===== src/rtl/pulse_stretcher_if.sv =====
// Bundle of request/status signals between a pulse stretcher and its client.
// The client drives p/ena; the stretcher drives the stretched output and status.
interface pulse_stretcher_if #(
    parameter int QW = 2
);
    // Request protocol: p is a one-clock request that is always accepted;
    // there is no ready/backpressure, so a lost request is reported via ovf.
    logic          ena;
    logic          p;
    logic          k_out;
    logic          busy;
    logic [QW-1:0] pending;
    logic          ovf;
    logic [1:0]    dbg_state;

    modport master (
        output ena,
        output p,
        input  k_out,
        input  busy,
        input  pending,
        input  ovf,
        input  dbg_state
    );

    modport slave (
        input  ena,
        input  p,
        output k_out,
        output busy,
        output pending,
        output ovf,
        output dbg_state
    );
endinterface


===== src/rtl/pulse_stretcher.sv =====
// Stretches one-clock pulses into active-low phases of WIDTH ena ticks plus a GAP-tick gap.
// Define PULSE_QUEUE_EN to queue and replay requests that arrive while a phase is running.
module pulse_stretcher #(
    parameter int WIDTH = 4,
    parameter int GAP   = 2,
    parameter int QW    = 2
) (
    input  logic               clk,
    input  logic               rst_n,
    pulse_stretcher_if.slave   bus
);
    typedef enum logic [1:0] {
        IDLE   = 2'd0,
        ACTIVE = 2'd1,
        GAPW   = 2'd2
    } state_t;

    localparam int CMAX = (WIDTH > GAP) ? WIDTH : GAP;
    localparam int CW   = (CMAX > 1) ? $clog2(CMAX) : 1;

    localparam logic [CW-1:0] WIDTH_LOAD = CW'(WIDTH - 1);
    localparam logic [CW-1:0] GAP_LOAD   = CW'((GAP > 0) ? (GAP - 1) : 0);
    localparam logic [QW-1:0] PEND_MAX   = '1;

    state_t        state_q, state_d;
    logic [CW-1:0] cnt_q, cnt_d;
    logic [QW-1:0] pending_q, pending_d;
    logic          ovf_q, ovf_d;
    logic          k_q, busy_q;

    logic          have_pend;
    logic          phase_end;
    logic          start;
    logic          consume;
    logic          queue_req;

`ifdef PULSE_QUEUE_EN
    assign have_pend = (pending_q != '0);
`else
    assign have_pend = 1'b0;
`endif

    always_ff @(posedge clk) begin
        if (!rst_n) begin
            state_q   <= IDLE;
            cnt_q     <= '0;
            pending_q <= '0;
            ovf_q     <= 1'b0;
            k_q       <= 1'b1;
            busy_q    <= 1'b0;
        end else begin
            state_q   <= state_d;
            cnt_q     <= cnt_d;
            pending_q <= pending_d;
            ovf_q     <= ovf_d;
            k_q       <= (state_d != ACTIVE);
            busy_q    <= (state_d != IDLE);
        end
    end

    always_comb begin
        state_d   = state_q;
        cnt_d     = cnt_q;
        pending_d = pending_q;
        ovf_d     = ovf_q;
        phase_end = 1'b0;
        start     = 1'b0;
        consume   = 1'b0;
        queue_req = 1'b0;

        case (state_q)
            IDLE: begin
                // A request left over from an exit edge takes precedence over a new p.
                if (have_pend) begin
                    start   = 1'b1;
                    consume = 1'b1;
                end else if (bus.p) begin
                    start = 1'b1;
                end
            end
            ACTIVE: begin
                if (bus.ena) begin
                    if (cnt_q == '0) begin
                        if (GAP > 0) begin
                            state_d = GAPW;
                            cnt_d   = GAP_LOAD;
                        end else begin
                            phase_end = 1'b1;
                        end
                    end else begin
                        cnt_d = cnt_q - CW'(1);
                    end
                end
            end
            GAPW: begin
                if (bus.ena) begin
                    if (cnt_q == '0) begin
                        phase_end = 1'b1;
                    end else begin
                        cnt_d = cnt_q - CW'(1);
                    end
                end
            end
            default: begin
                state_d = IDLE;
                cnt_d   = '0;
            end
        endcase

        if (phase_end) begin
            if (have_pend) begin
                start   = 1'b1;
                consume = 1'b1;
            end else begin
                state_d = IDLE;
                cnt_d   = '0;
            end
        end

        if (start) begin
            state_d = ACTIVE;
            cnt_d   = WIDTH_LOAD;
        end

        // Every p that does not directly start a phase from an empty IDLE is a queued request.
        queue_req = bus.p && !((state_q == IDLE) && !have_pend);

`ifdef PULSE_QUEUE_EN
        if (queue_req && !consume) begin
            if (pending_q == PEND_MAX) begin
                ovf_d = 1'b1;
            end else begin
                pending_d = pending_q + QW'(1);
            end
        end else if (!queue_req && consume) begin
            pending_d = pending_q - QW'(1);
        end
`else
        pending_d = '0;
        if (queue_req) begin
            ovf_d = 1'b1;
        end
`endif
    end

    assign bus.k_out     = k_q;
    assign bus.busy      = busy_q;
    assign bus.pending   = pending_q;
    assign bus.ovf       = ovf_q;
    assign bus.dbg_state = state_q;

endmodule


===== src/flat_wrapper.sv =====
// flat-port wrapper written by rule: the top's interface ports become plain ports
module pulse_stretcher_flat 
#(
    parameter int WIDTH = 4,
    parameter int GAP   = 2,
    parameter int QW    = 2
)
  (clk, rst_n, bus_ena, bus_p, bus_k_out, bus_busy, bus_pending, bus_ovf, bus_dbg_state);
  pulse_stretcher_if #(.QW(QW)) bus_i ();
  input  logic clk;
  input  logic rst_n;
  input wire logic [$bits(bus_i.ena)-1:0] bus_ena;
  input wire logic [$bits(bus_i.p)-1:0] bus_p;
  output wire logic [$bits(bus_i.k_out)-1:0] bus_k_out;
  output wire logic [$bits(bus_i.busy)-1:0] bus_busy;
  output wire logic [$bits(bus_i.pending)-1:0] bus_pending;
  output wire logic [$bits(bus_i.ovf)-1:0] bus_ovf;
  output wire logic [$bits(bus_i.dbg_state)-1:0] bus_dbg_state;
  assign bus_i.ena = bus_ena;
  assign bus_i.p = bus_p;
  assign bus_k_out = bus_i.k_out;
  assign bus_busy = bus_i.busy;
  assign bus_pending = bus_i.pending;
  assign bus_ovf = bus_i.ovf;
  assign bus_dbg_state = bus_i.dbg_state;
  pulse_stretcher #(.WIDTH(WIDTH), .GAP(GAP), .QW(QW)) u_core (.clk(clk), .rst_n(rst_n), .bus(bus_i));
endmodule

===== config.mk =====
export PLATFORM = sky130hd
export DESIGN_NAME = pulse_stretcher_flat
export DESIGN_NICKNAME = d
export VERILOG_FILES = /design/src/rtl/pulse_stretcher_if.sv /design/src/rtl/pulse_stretcher.sv /design/src/flat_wrapper.sv
export SDC_FILE = /design/constraint.sdc
export NUM_CORES = 1
export LEC_CHECK = 0
export ABC_AREA = 1
export BUFFER_PORTS_ARGS = -buffer_cell sky130_fd_sc_hd__buf_2
export CELL_PAD_IN_SITES_DETAIL_PLACEMENT = 0
export CELL_PAD_IN_SITES_GLOBAL_PLACEMENT = 1
export CORE_MARGIN = 2
export CORE_UTILIZATION = 37
export DETAILED_ROUTE_END_ITERATION = 7
export PLACE_DENSITY = 0.77
export SYNTH_ARGS = -nofsm -noshare
export SYNTH_HDL_FRONTEND = slang
export SYNTH_SLANG_ARGS = --single-unit

===== constraint.sdc =====
create_clock -name clk -period 2.5 [get_ports clk]
set_clock_uncertainty 0.2 [all_clocks]
set_input_delay 0.75 -clock clk [delete_from_list [all_inputs] [get_ports clk]]
set_output_delay 0.75 -clock clk [all_outputs]
set_load 0.01 [all_outputs]

**Word level (Yosys, flattened, before mapping)**

Cells that the tools add are included.

- Reduce and logical (&&, ||, !) cells: 7
- Eq/ne operators: 7
- Muxes and demuxes: 17
- Add/subtract/negate cells: 1

Operators by type and width:

| operator | count |
|---|---|
| $mux W2 | 10 |
| $ne A4 B2 Y1 const B | 3 |
| $pmux W2 S3 | 1 |
| $mux W1 | 5 |
| $logic_not A2 Y1 | 2 |
| $pmux W2 S2 | 1 |
| $reduce_and A4 Y1 | 1 |
| $ne A3 B1 Y1 const B | 1 |
| $eq A2 B1 Y1 const B | 1 |
| $eq A2 B2 Y1 const B | 1 |
| $ne A2 B1 Y1 const B | 1 |
| $reduce_bool A2 Y1 | 1 |
| $reduce_or A2 Y1 | 1 |
| $sub A2 B1 Y2 const B | 1 |
| $logic_and A1 B1 Y1 | 1 |
| $logic_not A1 Y1 | 1 |

- Word-level logic and storage cells: 37
- Bits in registers: 7
- Output and inout bits: 7

**Depth between registers and ports, before layout**

Gate-level depths: netlist (run 1).

- Depth in word-level cells: 7
- Gate-level depth with buffers: 9
- Mapped depth without buffers: 9

**Worst setup path before layout (run 1)**

OpenSTA, ideal clock, no wires.

- Kind: reg-to-reg
- From: register u_core.state_q[0] (netlist: u_core.bus.dbg_state[0])
- To: register u_core.k_q (netlist: u_core.bus.k_out)
- Path buffers: 0
- Stages on the path, launching flop included: 9
- Arrival time: 1.189 ns
- Slack: 0.995 ns
- Required time: 2.184 ns
- Clock period less this slack: 1.505 ns
- Library setup time: 0.116 ns
- Cell sequence: dfxtp_1 -> inv_1 -> ha_1 -> nand3_2 -> nand2_1 -> inv_1 -> nand2_1 -> a21oi_2 -> nand2_1

- Cells in the longest elaborated chain, start to end: 6
- Elaborated cells on any way between the ends: 12

RTL lines:

| what | RTL line | RTL |
|---|---|---|
| start, declared | pulse_stretcher.sv:25 | `state_t state_q, state_d;` |
| start signal, assigned | pulse_stretcher.sv:52 | `state_q <= state_d;` |
| $eq A2 B2 Y1, or another cell as far along | pulse_stretcher.sv:71 | `case (state_q)` |
| $reduce_or A2 Y1 (no line) or $mux W2 (tied branches) | n/a |  |
| $pmux W2 S2 | pulse_stretcher.sv:71 |  |
| $mux W2 | pulse_stretcher.sv:110 | `if (phase_end) begin` |
| $mux W2 * | pulse_stretcher.sv:120 | `if (start) begin` |
| $ne A2 B1 Y1 * | pulse_stretcher.sv:56 | `k_q <= (state_d != ACTIVE);` |
| end signal, assigned | pulse_stretcher.sv:56 |  |
| end, declared | pulse_stretcher.sv:29 | `logic k_q, busy_q;` |

Mark *: on every way between the ends. The rest lies on a longest branch, timed or not.
A chain may end at the register's enable or synchronous reset.

**Worst setup path in the final report (run 1)**

- From: register u_core.state_q[1] (netlist: u_core.bus.dbg_state[1])
- To: output bus_dbg_state[1]

RTL lines:

| what | RTL line | RTL |
|---|---|---|
| end, declared | flat_wrapper.sv:18 | `output wire logic [$bits(bus_i.dbg_state)-1:0] bus_dbg_state;` |

No word-level cell between the ends.

==> flow_summary_export.csv, run 1 <==
group,metric,value,unit
critical_path,rr_startpoint,"u_core.bus.dbg_state[0]$_SDFF_PN0_",
critical_path,rr_endpoint,"u_core.bus.k_out$_SDFF_PN1_",
power,powerDensity,609,mW/mm²
floorplan,die_y,40.1,µm
global_routing,grt_start_max_net_pins,8,
floorplan,num_io_pins,11,
synthesis,muxShareOfSynthArea,0,%
route,drc,0,
sta,fin_crit,1.74,ns
synthesis,synth_top_area_share,29.0,%
synthesis,ys_ff_latch,7,
synthesis,async_flop_share,0,%
place,hpwlAfterDp,749,µm
synthesis,ys_seq_area_share,29.0,%
clocking,numCtsBuffers,3,
critical_path,crit_path_top_delay_cell,"dfxtp_1",
synthesis,synth_top_family_by_area,"simple AND/OR/NAND/NOR gates",
route,drt_iter0_drc,5,
synthesis,yosys.cell_types.count,16,
synthesis,synth_compound_area_share,5.96,%
sta,maxSlewViolCount,0,
clocking,htree_levels,1,
synthesis,ys_warn_count,0,
clocking,path_clk_slew,0.05,ns
floorplan,initial_utilization,38.6,%
synthesis,synth_xor_area_share,0,%
synthesis,synth_simple_gate_area_share,37.0,%
critical_path,slowest_delay,0.39,ns
critical_path,r2r_setup_slack,0.92,ns
power,ir_worst_vdd,0.000271,V
route,vias,420,
critical_path,cp.arrival,0.79,ns
synthesis,synthMostInstantiatedCell,"nand2_1",
layout,antennaDiodeCount,0,
sta,rsz0062_at_grt,"false",
global_routing,grt_pass1_vias,358,
global_routing,antenna_found_initial,0,
sta,whs,0.284,ns
hold_path,hold_path_end,"u_core.bus.ovf$_SDFFE_PN0P_",
route,avgViaCountPerCell,4.33,
critical_path,crit_type,"reg2out",
power,p_leak,0.308,nW
clocking,post_cts_buffers,0,
synthesis,synthCells,71,
place,gp_congestion,0.679,
global_routing,grt_usage,13.5,%
layout,area_growth,15.3,%
critical_path,reg2regPathDepth,8,
route,avgRoutedWirePerCell,9.08,µm
synthesis,yosys.area.top_type,"dfxtp_1",
synthesis,synth_fa_ha_area_share,15.5,%
route,drt-pass1-iter-count,2,
critical_path,worst-path-buf-inv,1,
synthesis,avgSynthCellArea,6.80,µm²
synthesis,synth-edff-count,0,
critical_path,crit_chain,"buf_2",
sta,maxClockFrequency,574,MHz
clocking,cts_repair_resize_count,0,
critical_path,cp.required,1.55,ns
global_routing,grt_overflow,0,
route,wirelength,881,µm
sta,post-route-period-util,69.7,%
hold_path,min_from,"u_core.bus.ovf$_SDFFE_PN0P_",
clocking,cts_hold_buf,0,
hold_path,whs_path_depth,2,
route,drtAntennaViolNets,0,
floorplan,die-width,40.1,µm
synthesis,ys.flop_type,"dfxtp_1",
synthesis,ys_top_cells_by_area,"dfxtp_1, nand2_1, ha_1, inv_1, nor2_1",
critical_path,cp_max_fo,5,
floorplan,row_count,13,
synthesis,synth_common_cells,"nand2_1, inv_1, dfxtp_1, nor2_1, ha_1",
job,drv_cap,0,
clocking,cts_sinks,7,
sta,setup_viol,0,
hold_path,hold_class,"reg2reg",
floorplan,die_area,0.00161,mm²
status,status,"completed",
clocking,cts_root_buf,"clkbuf_4",
layout,num-nets-final,93,
clocking,cts_tree,"done",
clocking,clockBufferDepth,2,
layout,utilization,44.5,%
critical_path,crit_path_start_kind,"register",
global_routing,grt_pass1_wl,1410,µm
critical_path,cp-end-kind,"output port",
place,portBuffers,8,
critical_path,critical-path-top-delay-family,"flip-flops",
sta,finalHoldViolCount,0,
synthesis,synthesis.area,483,µm²
floorplan,design.core.area,0.00125,mm²
clocking,clock_latency,0.25,ns
layout,drive_above_1_share,20.7,%
sta,fin_tns_setup,0,ns
==> worst min-delay path, cell delays in order, from the launching register on <==
cell and delay, ns:
dfxtp_1 0.33, a21oi_1 0.04, nor2_1 0.08
==> registers in the layout, summed over array words and instances, names as in the netlist <==
register and cells:
u_core.bus.busy 1, u_core.cnt_q 2, u_core.bus.k_out 1, u_core.bus.ovf 1, u_core.bus.dbg_state 2
==> layer usage <==
| layer | GRT usage, % | share of wire, % | vias to the layer above |
|---|---|---|---|
| met1 | 17.2 | 49 | 176 |
| li1 | - | - | 232 |
| met5 | 0 | 0 | - |
| met4 | 7.76 | 1.9 | 0 |
| met2 | 21.8 | 45 | 10 |
| met3 | 1.67 | 4.2 | 2 |
==> cell usage in the layout, fill, tap and decap left out <==
cell / n
a21oi_1: 1
a21oi_2: 1
buf_2: 8
clkbuf_1: 1
clkbuf_4: 3
conb_1: 2
dfxtp_1: 7
ha_1: 6
inv_1: 11
nand2_1: 23
nand2_2: 2
nand2_4: 1
nand3_1: 3
nand3_2: 2
nand3b_1: 1
nor2_1: 7
o21ai_0: 2
o21ai_1: 1
==> where the power goes <==
group | leakage [nW] | internal, mW | switching [mW]
Combinational | 0.235 | 0.0392 | 0.0642
Clock | 0.0150 | 0.0609 | 0.0411
Sequential | 0.0579 | 0.125 | 0.00839
==> stage by stage <==
step           setup slack, ns  instances  total power, mW  cell area [µm²]
6_report                 0.758         97            0.339              557
5_1_grt                  0.721         97            0.363              557
4_1_cts                  0.746         97            0.345              557
3_5_place_dp             0.808         93            0.240              531
3_3_place_gp             0.818         93            0.241              531
2_1_floorplan            0.995         72            0.215              487
==> cells by family (layout without fill, tap and decap cells) <==
| family | after synthesis | in the layout |
|---|---|---|
| compound gates | 5 | 5 |
| fa+ha+maj | 6 | 6 |
| buf+inv | 13 | 23 |
| flops | 7 | 7 |
| other cells | 1 | 2 |
| simple gates | 39 | 39 |
==> worst max path at each step <==
stage                                             startpoint                          end  slack [ns]  depth (start not counted)
after global routing      u_core.bus.dbg_state[0]$_SDFF_PN0_             bus_dbg_state[0]        0.72                          1
after global placement                               bus_ena  u_core.bus.k_out$_SDFF_PN1_        0.82                          7
after CTS                 u_core.bus.dbg_state[1]$_SDFF_PN0_             bus_dbg_state[1]        0.75                          1
after floorplan           u_core.bus.dbg_state[0]$_SDFF_PN0_  u_core.bus.k_out$_SDFF_PN1_        0.99                          8
final                     u_core.bus.dbg_state[1]$_SDFF_PN0_             bus_dbg_state[1]        0.76                          1
after detailed placement                             bus_ena  u_core.bus.k_out$_SDFF_PN1_        0.81                          7
==> area by class of cell <==
cell class | instances | area [µm²]
fillers | 151 | 696
multi-input cells | 52 | 290
flip-flops and latches | 7 | 140
inverters | 11 | 41.3
repair buffers | 8 | 40.0
clock buffers | 4 | 26.3
well taps | 15 | 18.8
No activity file was read; power rests on OpenSTA's default activity.
==> inputs of run 2 (changes only) <==
--- a/config.mk
+++ b/config.mk
@@ -10,9 +10,9 @@
 export CELL_PAD_IN_SITES_DETAIL_PLACEMENT = 0
 export CELL_PAD_IN_SITES_GLOBAL_PLACEMENT = 1
 export CORE_MARGIN = 2
-export CORE_UTILIZATION = 37
+export CORE_UTILIZATION = 34
 export DETAILED_ROUTE_END_ITERATION = 7
-export PLACE_DENSITY = 0.77
+export PLACE_DENSITY = 0.72
 export SYNTH_ARGS = -nofsm -noshare
 export SYNTH_HDL_FRONTEND = slang
 export SYNTH_SLANG_ARGS = --single-unit
==> constraint.sdc (replaced) <==
create_clock -name clk -period 1.64 [get_ports clk]
set_clock_uncertainty 0.2 [all_clocks]
set_input_delay 0.492 -clock clk [delete_from_list [all_inputs] [get_ports clk]]
set_output_delay 0.492 -clock clk [all_outputs]
set_load 0.01 [all_outputs]
==> flow_summary_export.csv, run 2 (same netlist as run 1, synthesis figures left out) <==
group,metric,value,unit
floorplan,die-width,41.7,µm
power,p_leak,0.306,nW
power,powerDensity,922,mW/mm²
layout,area_growth,16.8,%
global_routing,grt_pass1_wl,1520,µm
layout,antennaDiodeCount,0,
place,gp_congestion,0.698,
floorplan,die_y,41.7,µm
place,post-place-ws,0.0606,ns
clocking,htree_levels,1,
critical_path,worst-path-buf-inv,2,
sta,post-route-period-util,91.4,%
layout,final_cell_mix,"nand2_1, inv_1, buf_2, nor2_1, dfxtp_1",
floorplan,num_io_pins,11,
clocking,post_cts_buffers,0,
clocking,numCtsBuffers,3,
critical_path,crit_chain,"inv_1, ha_1, inv_1, nand2_1, nand3b_1, nand2_2, nor2_1, nor2_1",
job,drv_cap,0,
sta,fin_ws,0.141,ns
floorplan,design.core.area,0.00132,mm²
layout,utilization,42.8,%
layout,multi_input_area,295,µm²
clocking,clock_latency,0.25,ns
route,vias,420,
global_routing,antenna_found_initial,0,
critical_path,r2r_setup_slack,0.14,ns
clocking,cts_sinks,7,
hold_path,hold_class,"reg2reg",
global_routing,grt_overflow,0,
status,status,"completed",
route,drt-pass1-iter-count,3,
critical_path,crit_path_start_kind,"register",
sta,finalHoldViolCount,0,
place,portBuffers,8,
layout,seqCellArea,143,µm²
critical_path,slowest_delay,0.35,ns
global_routing,grt_start_max_net_pins,8,
sta,fin_tns_setup,0,ns
clocking,cts_tree,"done",
global_routing,grt_usage,11.3,%
floorplan,die_area,0.00174,mm²
sta,maxSlewViolCount,0,
critical_path,cp.required,1.58,ns
power,ir_worst_vdd,0.000486,V
critical_path,crit_type,"reg2reg",
layout,final_common_cell,"nand2_1",
clocking,cts_root_buf,"clkbuf_4",
layout,drive_above_1_share,25.6,%
place,hpwlAfterDp,702,µm
layout,num-nets-final,93,
layout,n_fill_cell,148,
clocking,cts_hold_buf,0,
sta,whs,0.280,ns
floorplan,initial_utilization,36.7,%
route,drtAntennaViolNets,0,
sta,setup_viol,0,
critical_path,cp_max_fo,5,
sta,fin_crit,1.50,ns
critical_path,critical-path-top-delay-family,"simple AND/OR/NAND/NOR gates",
global_routing,grt_pass1_vias,367,
route,drt_iter0_drc,3,
critical_path,cp-end-kind,"register",
route,drc,0,
critical_path,cp.arrival,1.44,ns
sta,maxClockFrequency,667,MHz
critical_path,crit_path_top_delay_cell,"dfxtp_2",
route,wirelength,858,µm
route,avgViaCountPerCell,4.33,
floorplan,row_count,13,
route,avgRoutedWirePerCell,8.85,µm
sta,rsz0062_at_grt,"false",
clocking,cts_repair_resize_count,0,
clocking,path_clk_slew,0.05,ns
clocking,clockBufferDepth,2,
run 2: path summary, 6_finish.rpt:
kind | start | endpoint | depth (start not counted)
worst max-delay path | u_core.bus.dbg_state[1]$_SDFF_PN0_ | u_core.cnt_q[0]$_SDFFE_PN0P_ | 8
worst min register to register | u_core.bus.ovf$_SDFFE_PN0P_ | u_core.bus.ovf$_SDFFE_PN0P_ | 2
worst min-delay path | u_core.bus.ovf$_SDFFE_PN0P_ | u_core.bus.ovf$_SDFFE_PN0P_ | 2
worst max register to register | u_core.bus.dbg_state[1]$_SDFF_PN0_ | u_core.cnt_q[0]$_SDFFE_PN0P_ | 8
run 2: where the power goes:
group | internal (mW) | switching [mW] | leakage [nW]
Sequential | 0.192 | 0.0121 | 0.0587
Clock | 0.0928 | 0.0632 | 0.0150
Combinational | 0.0623 | 0.0980 | 0.232
run 2: worst register-to-register path: stages (launching register included):
cell,delay (ns)
dfxtp_2,0.35
inv_1,0.08
ha_1,0.23
inv_1,0.08
nand2_1,0.07
nand3b_1,0.10
nand2_2,0.09
nor2_1,0.14
nor2_1,0.05
run 2: area by class of cell:
class                      instances  share of cell area [%]
timing repair buffer               8                    7.10
sequential                         7                    25.3
tap                               15                    3.33
clock buffer                       4                    4.66
multi-input combinational         52                    52.3
inverter                          11                    7.32
run 2: per-layer routing:
layer,vias to the layer above,share of wire (%),track usage (%)
met2,10,45,17.5
met4,0,2.4,7.74
li1,232,-,-
met1,176,48,14.2
met5,-,0,0
met3,2,5.0,1.74
run 2: per-stage QoR:
step | total power [mW] | instances | cell area (µm²)
final | 0.520 | 97 | 564
after floorplan | 0.328 | 72 | 487
after detailed placement | 0.365 | 93 | 531
after CTS | 0.525 | 97 | 557
after global routing | 0.557 | 97 | 564
after global placement | 0.368 | 93 | 531
